`config.mk`:
```
export PLATFORM = sky130hd
export DESIGN_NAME = reg_file_rd_port
export DESIGN_NICKNAME = d
export VERILOG_FILES = /design/src/rtl/reg_file_rd_port_pkg.sv /design/src/rtl/reg_file_word_ser.sv /design/src/rtl/reg_file_rd_port.sv
export SDC_FILE = /design/constraint.sdc
export NUM_CORES = 1
export LEC_CHECK = 0
export ABC_AREA = 1
export CORE_UTILIZATION = 45
export CTS_CLUSTER_SIZE = 40
export DETAILED_ROUTE_END_ITERATION = 10
export DONT_BUFFER_PORTS = 1
export PLACE_DENSITY_LB_ADDON = 0.2
export SLEW_MARGIN = 20
export SYNTH_ARGS = -nofsm -noshare
export SYNTH_HDL_FRONTEND = slang
export SYNTH_SLANG_ARGS = --single-unit
```
`constraint.sdc`:
```
create_clock -name clock -period 1.22 [get_ports clock]
set_input_delay 0.244 -clock clock [delete_from_list [all_inputs] [get_ports clock]]
set_output_delay 0.244 -clock clock [all_outputs]
set_load 0.005 [all_outputs]
```
`src/rtl/reg_file_rd_port_pkg.sv`:
```
// Shared definitions for the register-file read port: default geometry,
// FSM state encoding and the position of a register inside the flat bus.
package reg_file_rd_port_pkg;

    localparam int DEF_DATA_W   = 16;
    localparam int DEF_NUM_REGS = 2;
    localparam int DEF_BYTE_W   = 8;

    // Same encoding the write-side file uses for its own FSM.
    typedef enum logic {
        IDLE = 1'b0,
        SEND = 1'b1
    } state_t;

    // LSB of register idx on the flattened bus; register 0 is the top slice.
    function automatic int slice_lsb(input int idx, input int data_w, input int num_regs);
        return data_w * (num_regs - 1 - idx);
    endfunction

endpackage

```
`src/rtl/reg_file_word_ser.sv`:
```
// Word serializer: parallel-load shift register that presents its top byte,
// plus a byte counter whose zero value marks the final byte of the word.
module reg_file_word_ser #(
    parameter int DATA_W = 16,
    parameter int BYTE_W = 8
) (
    input  logic              clock,
    input  logic              reset,
    input  logic              load,
    input  logic [DATA_W-1:0] load_data,
    input  logic              shift,
    output logic [BYTE_W-1:0] byte_data,
    output logic              last
);

    localparam int NBYTES = DATA_W / BYTE_W;
    localparam int CNT_W  = (NBYTES > 1) ? $clog2(NBYTES) : 1;

    logic [DATA_W-1:0] shreg;
    logic [CNT_W-1:0]  cnt;

    // Load wins over shift so a back-to-back reload replaces the spent word.
    always_ff @(posedge clock) begin
        if (reset) begin
            shreg <= '0;
            cnt   <= '0;
        end else if (load) begin
            shreg <= load_data;
            cnt   <= CNT_W'(NBYTES - 1);
        end else if (shift) begin
            shreg <= shreg << BYTE_W;
            if (cnt != '0) begin
                cnt <= cnt - CNT_W'(1);
            end
        end
    end

    assign byte_data = shreg[DATA_W-1 -: BYTE_W];
    assign last      = (cnt == '0);

endmodule

```
`src/rtl/reg_file_rd_port.sv`:
```
// Read port of the register file: accepts an address, snapshots that
// register from the flat bus and streams it out MSB byte first.
//
// Handshakes: a transfer happens on a rising clock edge where valid and
// ready are both high; a producer holds valid and its payload steady until
// that edge, and ready may depend combinationally on the other side's valid.
module reg_file_rd_port
    import reg_file_rd_port_pkg::*;
#(
    parameter int DATA_W   = DEF_DATA_W,
    parameter int NUM_REGS = DEF_NUM_REGS,
    parameter int BYTE_W   = DEF_BYTE_W,
    parameter int ADDR_W   = $clog2(NUM_REGS)
) (
    input  logic                       clock,
    input  logic                       reset,
    input  logic [DATA_W*NUM_REGS-1:0] a_in,
    input  logic                       rd_req_valid,
    input  logic [ADDR_W-1:0]          rd_req_addr,
    output logic                       rd_req_ready,
    output logic                       rd_byte_valid,
    output logic [BYTE_W-1:0]          rd_byte_data,
    output logic                       rd_byte_last,
    output logic                       rd_byte_err,
    input  logic                       rd_byte_ready,
    output state_t                     dbg_state
);

    state_t state_q;
    state_t state_d;
    logic   err_q;

    logic              hit;
    logic [DATA_W-1:0] snap;
    logic              byte_hs;
    logic              last_hs;
    logic              accept;
    logic              ser_last;

    // Address decode: an unmatched address yields a zero word and the error flag.
    always_comb begin
        hit  = 1'b0;
        snap = '0;
        for (int i = 0; i < NUM_REGS; i++) begin
            if (rd_req_addr == ADDR_W'(i)) begin
                hit  = 1'b1;
                snap = a_in[slice_lsb(i, DATA_W, NUM_REGS) +: DATA_W];
            end
        end
    end

    assign rd_byte_valid = (state_q == SEND);
    assign byte_hs       = rd_byte_valid & rd_byte_ready;
    assign last_hs       = byte_hs & ser_last;
    assign rd_req_ready  = ((state_q == IDLE) | last_hs) & ~reset;
    assign accept        = rd_req_valid & rd_req_ready;

    // Next state: a request taken on the final byte keeps the stream going.
    always_comb begin
        state_d = state_q;
        case (state_q)
            IDLE: if (accept) state_d = SEND;
            SEND: begin
                if (accept)       state_d = SEND;
                else if (last_hs) state_d = IDLE;
            end
            default: state_d = IDLE;
        endcase
    end

    // State register and error flag latched with each accepted request.
    always_ff @(posedge clock) begin
        if (reset) begin
            state_q <= IDLE;
            err_q   <= 1'b0;
        end else begin
            state_q <= state_d;
            if (accept) begin
                err_q <= ~hit;
            end
        end
    end

    reg_file_word_ser #(
        .DATA_W (DATA_W),
        .BYTE_W (BYTE_W)
    ) u_ser (
        .clock     (clock),
        .reset     (reset),
        .load      (accept),
        .load_data (snap),
        .shift     (byte_hs & ~accept),
        .byte_data (rd_byte_data),
        .last      (ser_last)
    );

    assign rd_byte_last = rd_byte_valid & ser_last;
    assign rd_byte_err  = rd_byte_valid & err_q;
    assign dbg_state    = state_q;

endmodule

```
==> out/metrics.cfg <==
[placed_design]
post-dp-hpwl_um=1870
numPortBuffers=0
post-place-ws_ns=0.0816
place.gp.congestion=0.797

[detailed_routing]
drt-total-wl_um=2790
avgViaCountPerCell=5.29
drtIter0Drc=27
drc=0
first_pass_iters=4
routedWlPerCell_um=12.9
vias=1147
ant_nets=0

[setup_path]
worst_ep_required_time_ns=0.98
cp-end-kind=output port
critPathMaxStageDelay_ns=0.34
arrival_ns=1.05
path_depth=4
critPathLaunchType=register
path_cells=inv_2 > nand2_4 > a21oi_4 > buf_6
cp_slowest_cell=dfxtp_2
crit_family=flip-flops
cp_num_buf_inv=2
crit_type=register to output port
regToRegSetupSlack_ns=-0.01
rr_worst_depth=8
critPathMaxFanout=5

[layout]
fillers=272
synthToLayoutAreaGrowth_pct=9.79
diodes=0
nets=225
fin_util_pct=52.7
drive_above_1_share_pct=18.2

[global_routing]
grt_pass1_wl_um=4390
grt_overflow=0
grtUsageTotal_pct=21.0
antenna_found_initial=0
first_global_vias=1061
grt_max_degree=26

[logic_synthesis]
synth_xor_xnor_area_share_pct=0
netlist_instances=189
syn_nets=226
yosysUniqueCellTypes=20
ys_seq_area_share_pct=30.3
synthSimpleGateAreaFrac_pct=41.3
synth_mux_area_share_pct=0
syn_area_per_cell_sq_um=6.29
synth_fa_ha_area_share_pct=0
yosysWarnings=0
synth_area_sq_um=1190
synth_compound_area_share_pct=8.84
ys_ff_latch=18
synth_top_family_by_area=simple AND/OR/NAND/NOR gates

[min_path]
min_path_type=input port to register
min_delay_path_depth=1

[timing]
setup-tns-final_ns=-0.0861
tightest_slew_ns=0.638
fin_skew_ns=0.00395
fin_ws_ns=-0.0733
whs_ns=0.0351
period_share_pct=106
slew_headroom_pct=57.3
fmax_mhz=773
setup_violations=2
slew_violations=0
period_needed_ns=1.29
rsz0062_at_grt=yes
hold_viol_final=0

[clock_network]
clk_path_buf_depth=2
cts-root-buf=clkbuf_4
clk_latency_ns=0.29
cts_inserted_buffers=3
clk_pin_slew_worst_paths_ns=0.10
clock_sinks=18
htreeDepth=1
cts_tree=done

[run_status]
status=finished, violations left
violations=setup timing

[power_and_ir_drop]
powerDensity_nw_per_um2=996
vdd_drop_max_v=0.000555
p_leak_nw=0.631

[floorplan]
initial_core_util_pct=48.0
coreArea_sq_um=2480
core.rowCount=18
pin_count=50
fp.dieW_um=53.4
fp.dieH_um=53.4
fp.dieArea_sq_um=2850

[run]
cap_violations=0

==> power by group <==
group,switching [mW],leakage (nW),internal [mW]
clock,0.187,0.0210,0.182
combinational,0.163,0.461,0.117
sequential,0.0264,0.148,0.624
total,0.376,0.631,0.923
==> Yosys cell counts <==
cell type / n / area, sq um
a21oi_1: 16 / 80.1
a21oi_2: 2 / 17.5
buf_1: 1 / 3.75
buf_2: 4 / 20.0
buf_4: 13 / 97.6
buf_6: 1 / 11.3
clkbuf_8: 1 / 13.8
conb_1: 1 / 3.75
dfxtp_1: 18 / 360
inv_1: 19 / 71.3
inv_2: 3 / 11.3
nand2_1: 72 / 270
nand2_2: 2 / 12.5
nand2_4: 1 / 11.3
nand3_1: 23 / 115
nand3_2: 1 / 10.0
nand3_4: 1 / 17.5
nand4_1: 8 / 50.1
nor2_1: 1 / 3.75
o31ai_1: 1 / 7.51
==> worst register-to-register path: stages, from the launching register on <==
cell and delay (ns):
dfxtp_2 0.34, inv_2 0.07, nand2_4 0.06, buf_4 0.15, nand2_8 0.10, buf_6 0.12
nand4_1 0.08, nand2_1 0.13, a21oi_2 0.06
==> routing by layer <==
| metal | wire [um] | GRT usage, % | vias to the layer above | part of all wire [%] |
|---|---|---|---|---|
| met1 | 1210 | 25.1 | 517 | 43 |
| met5 | 0 | 0 | - | 0 |
| li1 | - | - | 589 | - |
| met3 | 131 | 3.16 | 6 | 4.7 |
| met4 | 38 | 7.02 | 0 | 1.4 |
| met2 | 1410 | 37.3 | 35 | 51 |
==> layout make-up <==
type	instances	area, sq um	share of cell area, %
sequential	18	365	28.0
timing repair buffer	12	105	8.05
clock buffer	4	36.3	2.78
inverter	22	82.6	6.33
multi-input combinational	131	678	52.0
tap	30	37.5	2.88
==> logic make-up (layout without fill, tap and decap cells) <==
family          count (synthesis)  count (layout)
compound gates                 19              19
buf+inv                        42              38
flops                          18              18
other cells                     1               1
simple gates                  109             111
==> registers in the layout, summed over array words and instances, names as in the netlist <==
register	flops
dbg_state	1
u_ser.cnt	1
u_ser.shreg	16
==> per-stage QoR <==
step	cell area (sq um)	power, mW	instances
floorplan	1190	0.888	189
global placement	1110	0.861	203
detailed placement	1110	0.869	203
CTS	1210	1.25	213
global route	1310	1.38	217
finish	1310	1.30	217
==> repair_timing <==
action / 4_1_cts / 5_1_grt
setup endpoints to repair: 2 / 18
gates cloned: 1 / 3
resized for setup: 6 / 12
hold endpoints to repair: 2 / 14
buffers inserted: 4 / 0
pin swaps: 2 / 12
hold buffers: 1 / 2
==> final timing paths <==
path | startpoint | to
max | u_ser.cnt | rd_req_ready
min | reset | u_ser.cnt
max reg2reg | u_ser.cnt | u_ser.shreg[13]
min reg2reg | u_ser.shreg[2] | u_ser.shreg[2]
==> cells in the final DEF (no fill, tap or decap), drive strengths merged, types with 3 or more instances in the layout <==
master	Yosys	routed
dlygate4sd3	0	3
dfxtp	18	18
nand2	75	75
clkbuf	1	4
a21oi	18	18
buf	19	9
nand3	25	27
inv	22	22
nand4	8	8
Power figures use the tool's default switching activity.
